<file path="src/rtl/regfile_2p.sv">
// Two-port register file with per-entry valid bits, registered read port,
// optional write-to-read forwarding and a sequential clear sweep.
//
//  state | meaning
//  ------+--------------------------------------------------------------
//  IDLE  | normal operation, writes accepted, clr_req starts a sweep
//  SWEEP | clearing entry ptr each cycle, writes dropped, reads allowed
module regfile_2p #(
   parameter  int WIDTH  = 4,
   parameter  int DEPTH  = 4,
   parameter  int BYPASS = 1,
   localparam int AW     = $clog2(DEPTH),
   localparam int CW     = $clog2(DEPTH + 1)
) (
   input  logic             clk,
   input  logic             rst_n,
   input  logic [WIDTH-1:0] data_in,
   input  logic             wr_enb,
   input  logic [AW-1:0]    wr_sel,
   input  logic             rd_enb,
   input  logic [AW-1:0]    rd_sel,
   input  logic             clr_req,
   output logic [WIDTH-1:0] data_out,
   output logic             rd_valid,
   output logic             rd_hit,
   output logic             busy,
   output logic             wr_err,
   output logic [CW-1:0]    occupancy
);

   typedef enum logic {
      IDLE  = 1'b0,
      SWEEP = 1'b1
   } state_t;

   localparam logic [AW:0] DEPTH_W = (AW + 1)'(DEPTH);
   localparam logic [CW-1:0] FULL  = CW'(DEPTH);

   state_t          state_q, state_d;
   logic [AW-1:0]   ptr_q, ptr_d;

   logic [WIDTH-1:0] mem_q [DEPTH];
   logic [DEPTH-1:0] valid_q;

   logic             sweep_clr;
   logic             wr_in_range;
   logic             rd_in_range;
   logic             wr_ok;
   logic             occ_inc;
   logic             occ_dec;
   logic [WIDTH-1:0] rd_data_d;
   logic             rd_hit_d;

   assign busy        = (state_q == SWEEP);
   assign sweep_clr   = (state_q == SWEEP);
   assign wr_in_range = ({1'b0, wr_sel} < DEPTH_W);
   assign rd_in_range = ({1'b0, rd_sel} < DEPTH_W);
   assign wr_ok       = wr_enb & ~busy & wr_in_range;

   // Write and sweep never overlap, so occupancy moves by at most one.
   assign occ_inc = wr_ok & ~valid_q[wr_sel] & (occupancy != FULL);
   assign occ_dec = sweep_clr & valid_q[ptr_q] & (occupancy != '0);

   always_comb begin
      state_d = state_q;
      ptr_d   = ptr_q;
      case (state_q)
         IDLE: begin
            if (clr_req) begin
               state_d = SWEEP;
               ptr_d   = '0;
            end
         end
         SWEEP: begin
            if (ptr_q == AW'(DEPTH - 1)) begin
               state_d = IDLE;
               ptr_d   = '0;
            end else begin
               ptr_d = ptr_q + AW'(1);
            end
         end
         default: begin
            state_d = IDLE;
            ptr_d   = '0;
         end
      endcase
   end

   always_ff @(posedge clk or negedge rst_n) begin
      if (!rst_n) begin
         state_q <= IDLE;
         ptr_q   <= '0;
      end else begin
         state_q <= state_d;
         ptr_q   <= ptr_d;
      end
   end

   // Read sees pre-edge contents; forwarding overrides only for an accepted write.
   always_comb begin
      rd_data_d = '0;
      rd_hit_d  = 1'b0;
      if ((BYPASS != 0) && wr_ok && (wr_sel == rd_sel)) begin
         rd_data_d = data_in;
         rd_hit_d  = 1'b1;
      end else if (rd_in_range && valid_q[rd_sel]) begin
         rd_data_d = mem_q[rd_sel];
         rd_hit_d  = 1'b1;
      end
   end

   always_ff @(posedge clk or negedge rst_n) begin
      if (!rst_n) begin
         for (int i = 0; i < DEPTH; i++) begin
            mem_q[i] <= '0;
         end
         valid_q <= '0;
      end else begin
         for (int i = 0; i < DEPTH; i++) begin
            if (sweep_clr && (ptr_q == AW'(i))) begin
               mem_q[i]   <= '0;
               valid_q[i] <= 1'b0;
            end else if (wr_ok && (wr_sel == AW'(i))) begin
               mem_q[i]   <= data_in;
               valid_q[i] <= 1'b1;
            end
         end
      end
   end

   always_ff @(posedge clk or negedge rst_n) begin
      if (!rst_n) begin
         data_out  <= '0;
         rd_hit    <= 1'b0;
         rd_valid  <= 1'b0;
         wr_err    <= 1'b0;
         occupancy <= '0;
      end else begin
         if (rd_enb) begin
            data_out <= rd_data_d;
            rd_hit   <= rd_hit_d;
         end
         rd_valid <= rd_enb;
         wr_err   <= wr_enb & ~wr_ok;
         if (occ_inc) begin
            occupancy <= occupancy + CW'(1);
         end else if (occ_dec) begin
            occupancy <= occupancy - CW'(1);
         end
      end
   end

endmodule
</file>
<file path="config.mk">
export PLATFORM = sky130hd
export DESIGN_NAME = regfile_2p
export DESIGN_NICKNAME = d
export VERILOG_FILES = /design/src/rtl/regfile_2p.sv
export SDC_FILE = /design/constraint.sdc
export NUM_CORES = 1
export LEC_CHECK = 0
export CAP_MARGIN = 20
export CORE_UTILIZATION = 23
export DETAILED_ROUTE_END_ITERATION = 8
export PLACE_DENSITY = 0.4
export SKIP_CTS_REPAIR_TIMING = 1
export SYNTH_ARGS = -nofsm -noshare
export SYNTH_HDL_FRONTEND = slang
export SYNTH_SLANG_ARGS = --single-unit
</file>
<file path="constraint.sdc">
create_clock -name clk -period 2.7 [get_ports clk]
set_clock_uncertainty 0.05 [all_clocks]
set_input_delay 0.27 -clock clk [delete_from_list [all_inputs] [get_ports clk]]
set_output_delay 0.27 -clock clk [all_outputs]
set_load 0.02 [all_outputs]
</file>
== Word level (Yosys, flattened, before mapping) ==
Cells that the tools add are included.
Storage, ports and cells
  register bits: 33
  bits of input ports: 13
  output and inout port bits: 11
Operators by class
  add/subtract/negate cells: 3
  magnitude comparators: 4
  equality and inequality tests: 9
  multiplexer cells: 37
  bitwise logic cells: 10
  reductions and logical operators: 17
Operators with widths (count)
  4-bit two-way mux: 12
  1-bit two-way mux: 15
  2-bit nonzero test: 5
  1-bit logical AND: 9
  2-bit by 3-bit < comparator with 1-bit output, second input constant: 3
  4-bit binary-select mux with 2-bit select: 1
  2-bit == test, second input constant: 4
  1-bit bitwise AND: 6
  1-bit binary-select mux with 2-bit select: 3
  3-bit two-way mux: 2
  2-bit by 1-bit == test with 1-bit output, second input constant: 2
  2-bit logical NOT: 2
  2-bit two-way mux: 2
  2-bit case mux with 2 select lines: 1
  3-bit by 1-bit adder with 3-bit output, second input constant: 1
  3-bit greater-or-equal comparator, second input constant: 1
  3-bit inequality test, second input constant: 1
  1-bit NOT: 3
  2-bit NOT with 3-bit output: 1
  3-bit nonzero test: 1
  3-bit by 1-bit subtractor with 3-bit output, second input constant: 1
  2-bit by 1-bit adder with 2-bit output, second input constant: 1
  2-bit == test: 1
  2-bit inequality test, second input constant: 1
  1-bit case mux with 2 select lines: 1

== Longest topological paths before layout ==
Gate-level depths: netlist (run 1).
  depth in word-level cells: 6
  gate-level depth with buffers: 6

== Worst setup path before layout (run 1) ==
Ideal clock, no wire load.
  kind: register to register
  from: register state_q (netlist: busy)
  to: register occupancy[1]
  data arrival time: 1.834 ns
  required time: 2.525 ns
  path slack: 0.692 ns
  stages on the path, launching flop included: 6
  buffers on the path: 1
  cell sequence: dfrtp_1 nand2b_1 clkbuf_1 a211o_1 fa_1 mux2_2
On the way
  longest elaborated chain between the ends: 5
  elaborated cells on any way between the ends: 8
RTL lines
  from (decl): RTL line 39  | state_t state_q, state_d;
  from (signal assigned): RTL line 94  | state_q <= state_d;
  1-bit NOT: RTL line 58  | assign wr_ok = wr_enb & ~busy & wr_in_range;
  1-bit bitwise AND: RTL line 58
  1-bit bitwise AND (2 in series): RTL line 61  | assign occ_inc = wr_ok & ~valid_q[wr_sel] & (occupancy != FULL);
  3-bit two-way mux or 2-bit nonzero test (tied branches)
  to (signal assigned): RTL line 146  | occupancy <= occupancy + CW'(1);
  to (signal assigned): RTL line 148  | occupancy <= occupancy - CW'(1);
  to (decl): RTL line 28  | output logic [CW-1:0] occupancy
Several ways; a longest one is shown, not always the timed one.
A chain may end at the register's enable or synchronous reset.

== Worst setup path after layout (run 1) ==
  from: input port wr_sel[0]
  to: register occupancy[2]
On the way
  longest elaborated chain between the ends: 6
  elaborated cells on any way between the ends: 7
RTL lines
  from (decl): RTL line 19  | input logic [AW-1:0] wr_sel,
  1-bit binary-select mux with 2-bit select (*): RTL line 61
  1-bit two-way mux (not written as such) (*): RTL line 61
  1-bit NOT (*): RTL line 61
  1-bit bitwise AND (*) (2 in series): RTL line 61
  3-bit two-way mux or 2-bit nonzero test (tied branches)
Every way passes the cells marked *; elsewhere a longest branch is shown, timed or not. The select of a mux whose other input is x is not followed.

==> results of run 1 <==
-- worst max-delay path: stages --
cell and delay (ps):
clkdlybuf4s50_1 510, mux4_2 500, a211o_1 280, fa_1 380, mux2i_1 180, xor2_1 160
-- routing by layer --
metal  wire (um)  global-route usage [%]  part of all wire (%)
met5           0                       0                     0
met4          74                    5.00                   1.9
met3         107                    2.69                   2.8
met2        1910                    19.0                    49
met1        1790                    14.5                    46
-- stage by stage --
| stage | total power [mW] | utilization, % | worst slack (ps) | hold slack (ps) | area [um2] |
|---|---|---|---|---|---|
| floorplan | 1.34 | - | 692 | -75.6 | 1630 |
| global placement | 1.62 | 28.9 | 275 | 458 | 1970 |
| detailed placement | 1.64 | 28.9 | 248 | 461 | 1970 |
| CTS | 2.12 | 30.6 | 550 | 340 | 2090 |
| global route | 2.25 | 30.6 | 519 | 380 | 2090 |
| finish | 2.09 | 30.6 | 565 | 328 | 2090 |
-- cell usage after synthesis --
| cell | n |
|---|---|
| nor2_1 | 7 |
| a31oi_1 | 1 |
| ha_1 | 4 |
| a22oi_1 | 3 |
| a211o_1 | 1 |
| nand2_1 | 32 |
| fa_1 | 1 |
| o31ai_1 | 1 |
| inv_1 | 3 |
| nor3b_2 | 2 |
| mux2_2 | 1 |
| mux4_2 | 7 |
| o31a_1 | 1 |
| buf_2 | 1 |
| o21ai_0 | 13 |
| nor3_2 | 2 |
| a21o_1 | 4 |
| buf_1 | 1 |
| mux2i_1 | 5 |
| o22ai_1 | 1 |
| o311ai_0 | 1 |
| nand3b_1 | 1 |
| dfrtp_1 | 33 |
| clkbuf_1 | 4 |
| xor2_1 | 4 |
| buf_6 | 1 |
| a21oi_1 | 8 |
| nand2b_1 | 2 |
| and4b_1 | 1 |
| and2_1 | 1 |
-- layout make-up --
| type | instances | area, um2 |
|---|---|---|
| multi-input cells | 104 | 756 |
| fillers | 700 | 4740 |
| flip-flops and latches | 33 | 826 |
| repair buffers | 27 | 260 |
| inverters | 3 | 11.3 |
| clock buffers | 5 | 68.8 |
| well taps | 96 | 120 |
| clock inverters | 3 | 46.3 |
-- state kept, by name, indices dropped and copies added, names as in the netlist --
signal	cells
occupancy	3
rd_valid	1
valid_q	4
wr_err	1
rd_hit	1
mem_q	16
busy	1
ptr_q	2
data_out	4
-- kinds of logic (layout without fill, tap and decap cells) --
kind of cell    after synthesis  in the layout  share of synthesized area, %
simple gates                 48             48                          14.0
compound gates               34             34                          12.5
flops                        33             33                          50.7
mux                          13             13                          13.5
buf+inv                      10             38                          2.84
fa+ha+maj                     5              5                          4.30
xor+xnor                      4              4                          2.15
-- cell usage in the layout, fill, tap and decap left out, drive strengths merged, types with 2 or more instances in the layout --
cell type      synthesis  routed
nor2                   7       7
clkdlybuf4s50          0      23
mux2i                  5       5
nor3b                  2       2
o21ai                 13      13
nand2                 32      32
a21o                   4       4
buf                    3       4
nand2b                 2       2
a21oi                  8       8
inv                    3       3
dfrtp                 33      33
mux4                   7       7
ha                     4       4
a22oi                  3       3
clkbuf                 4       5
nor3                   2       2
xor2                   4       4
-- worst paths after layout --
check | startpoint | end | slack [ps] | cells past startpoint
setup reg to reg | valid_q[2]$_DFFE_PN0P_ | occupancy[2]$_DFFE_PN0P_ | 660 | 5
min in group clk | data_out[0]$_DFFE_PN0P_ | data_out[0]$_DFFE_PN0P_ | 480 | 2
hold / removal | rst_n | data_out[1]$_DFFE_PN0P_ | 330 | 2
hold reg to reg | data_out[0]$_DFFE_PN0P_ | data_out[0]$_DFFE_PN0P_ | 480 | 2
max in group asynchronous | rst_n | valid_q[3]$_DFFE_PN0P_ | 1950 | 2
setup / recovery | wr_sel[0] | occupancy[2]$_DFFE_PN0P_ | 570 | 6
-- power by group --
part           switching (mW)  total (mW)  internal, mW  leakage, nW
logic                   0.390       0.768         0.377        0.399
registers               0.154       0.846         0.692        0.423
clock network           0.204       0.480         0.276       0.0543
==> flow_summary.ini, run 1 <==
[status]
outcome = complete, no violations

[clocking]
cts_tree = built
root_buffer = clkbuf_8
clkSinkCount = 33
clockBufferDepth = 2
h-tree-depth = 2
insertion_delay_ps = 290
cts_made_buffers = 5
clkTransAtPathRegs_ps = 80

[setup_path]
critPathLaunchType = input port
crit_type = input port to register
cp_data_arrival_time_ps = 2290
critPathRequiredTime_ps = 2860
worst_setup_path_end_kind = register
path_max_fanout = 3

[global_route]
grt_max_degree = 34
grt_overflow = 0
grt_pass1_vias = 1232
grt_antenna_before_repair = 0
grt_pass1_wl_um = 6380
grtUsageTotal_pct = 11.6

[floorplanning]
chipHeight_um = 86.1
die_area_um2 = 7420
die_w_um = 86.1
initial_core_util_pct = 23.8
io_pins = 24
core-area_um2 = 6830
num_rows = 30

[timing]
hold_violations = 0
fmax_mhz = 468
rsz0062_at_grt = no
tightest_slew_ps = 644
drv_slew = 0
relSlewSlack_pct = 56.9
finalCritPeriodShare_pct = 79.1
setup_violations = 0
final.min_clock_period_ps = 2130
fin_tns_setup_ps = 0

[yosys]
synth_top_area_share_pct = 50.7
synth.avg_cell_area_um2 = 11.1
synthTopCellsByArea = dfrtp_1, mux4_2, nand2_1
syn_nets = 165
synth.ff_latch_count = 33
synth.distinct_cells = 30
yosysTopAreaCell = dfrtp_1
netlist_instances = 147
netlist_area_um2 = 1630
yosysSeqAreaShare_pct = 50.7
synth_warnings = 0

[route]
wl_per_cell_um = 14.4
ant_nets = 0
vias_per_cell = 4.38
drt_wl_total_um = 3890
vias = 1187
first_pass_iters = 4
drtIter0Drc = 39
drc = 0

[cells_and_area]
synthToLayoutAreaGrowth_pct = 28.3
final_nets = 192
diodes = 0
final_layout_size_suffix_gt1_share_pct = 13.7
fin_cells = 271

[power_and_ir_drop]
power.density_nw_per_um2 = 1000
peakVddDrop_uv = 210
leakagePower_nw = 0.876

[place]
port_buffers = 23
dp_hpwl_um = 2810
placed_cells = 263
gp_congestion = 0.762

[run]
maxCapViolCount = 0

[worst_hold_path]
hp-class = input port to asynchronous set/reset pin
(Power assumes the default switching activity.)
==> run 2, diff against run 1 <==
--- a/config.mk
+++ b/config.mk
@@ -8,7 +8,7 @@
 export CAP_MARGIN = 20
 export CORE_UTILIZATION = 23
 export DETAILED_ROUTE_END_ITERATION = 8
-export PLACE_DENSITY = 0.4
+export PLACE_DENSITY = 0.42
 export SKIP_CTS_REPAIR_TIMING = 1
 export SYNTH_ARGS = -nofsm -noshare
 export SYNTH_HDL_FRONTEND = slang
==> constraint.sdc (replaced) <==
create_clock -name clk -period 1.9 [get_ports clk]
set_clock_uncertainty 0.05 [all_clocks]
set_input_delay 0.19 -clock clk [delete_from_list [all_inputs] [get_ports clk]]
set_output_delay 0.19 -clock clk [all_outputs]
set_load 0.02 [all_outputs]
==> run 2 against run 1 <==
Effect of this change: the flow now finishes with violations (negative setup slack); flip-flop and latch count unchanged; worst setup slack worse by 680 ps; highest routed layer unchanged; via count grew 2.9%; critical path depth fell by 2; global-route usage is 0.096 points higher; largest power group is now combinational logic; largest cell class unchanged; sequential power up 38%; worst hold slack got worse by 65 ps; critical endpoint is now occupancy[1]$_DFFE_PN0P_.
==> flow_summary.ini, run 2 (synthesized netlist as in run 1, its figures left out) <==
[route]
ant_nets = 0
drt_wl_total_um = 3900
drc = 0
drtIter0Drc = 45
vias_per_cell = 4.28
first_pass_iters = 4
vias = 1221
wl_per_cell_um = 13.7

[place]
gp_congestion = 0.762
port_buffers = 23
dp_slack_ps = -453
dp_hpwl_um = 2910

[floorplanning]
chipHeight_um = 86.1
die_w_um = 86.1
core-area_um2 = 6830
io_pins = 24
initial_core_util_pct = 23.8
die_area_um2 = 7420
num_rows = 30

[setup_path]
r2r_start = valid_q[0]$_DFFE_PN0P_
path_max_fanout = 3
cp_data_arrival_time_ps = 2130
critPathLaunchType = register
critPathLaunch = valid_q[0]$_DFFE_PN0P_
reg2reg_depth = 4
regToRegSetupSlack_ps = -110
critPathRequiredTime_ps = 2020
worst_setup_path_end_kind = register
worstReg2RegEnd = occupancy[1]$_DFFE_PN0P_
crit_type = register to register

[timing]
hold_violations = 0
setup_violations = 2
drv_slew = 0
finalCritPeriodShare_pct = 106
relSlewSlack_pct = 70.2
final.min_clock_period_ps = 2010
fmax_mhz = 497
rsz0062_at_grt = yes
fin_ws_ps = -112
tightest_slew_ps = 442
whs_ps = 263

[global_route]
grtUsageTotal_pct = 11.7
grt_pass1_vias = 1278
grt_overflow = 0
grt_max_degree = 34
grt_pass1_wl_um = 6510
grt_antenna_before_repair = 0

[power_and_ir_drop]
peakVddDrop_uv = 365
leakagePower_nw = 0.964
total_power_mw = 3.14
power.density_nw_per_um2 = 1430

[clocking]
cts_tree = built
cts_made_buffers = 5
clkTransAtPathRegs_ps = 70
h-tree-depth = 2
insertion_delay_ps = 280
clockBufferDepth = 2
root_buffer = clkbuf_8
clkSinkCount = 33

[status]
outcome = finished with violations
violations = negative setup slack

[worst_hold_path]
hp-class = input port to asynchronous set/reset pin

[cells_and_area]
diodes = 0
top_register = mem_q
final_nets = 206
reg_top3 = mem_q x16, data_out x4, valid_q x4
final_layout_size_suffix_gt1_share_pct = 20.6
layout_common_cells = nand2_1, dfrtp_1, clkdlybuf4s50_1
largest_reg_flops = 16
synthToLayoutAreaGrowth_pct = 35.4

[run]
maxCapViolCount = 0
[run 2: cell type report]
cell class	count	area, um2
fillers	715	4630
flip-flops and latches	33	827
multi-input cells	104	762
repair buffers	41	368
well taps	96	120
clock buffers	7	86.3
clock inverters	1	30.0
inverters	3	11.3
[run 2: routing by layer]
| layer | track usage [%] | share of wire (%) |
|---|---|---|
| met1 | 14.8 | 46 |
| met2 | 18.7 | 48 |
| met3 | 3.18 | 3.1 |
| met4 | 5.15 | 2.4 |
| met5 | 0 | 0 |
[run 2: how the worst max path moves through the flow]
| stage | end | cells past startpoint |
|---|---|---|
| detailed placement | occupancy[1]$_DFFE_PN0P_ | 5 |
| floorplan | occupancy[1]$_DFFE_PN0P_ | 4 |
| CTS | occupancy[1]$_DFFE_PN0P_ | 5 |
| global placement | occupancy[1]$_DFFE_PN0P_ | 5 |
| global route | occupancy[1]$_DFFE_PN0P_ | 4 |
| finish | occupancy[1]$_DFFE_PN0P_ | 4 |
[run 2: stage by stage]
step           utilization [%]  cell area [um2]  std cells  setup TNS, ps
2_1_floorplan                -             1630        147          -22.8
3_3_place_gp              30.5             2080        277           -806
3_5_place_dp              30.5             2080        277           -996
4_1_cts                   32.2             2200        285           -302
5_1_grt                   32.3             2200        285           -309
6_report                  32.3             2200        285           -208
[run 2: critical path, stage by stage (launching register included)]
cell	delay (ps)
dfrtp_1	390
mux4_2	470
a211o_1	330
fa_2	410
mux2_4	260
[run 2: power breakdown]
group,internal [mW],switching [mW]
logic,0.660,0.623
clock network,0.428,0.258
registers,0.985,0.188
total,2.07,1.07
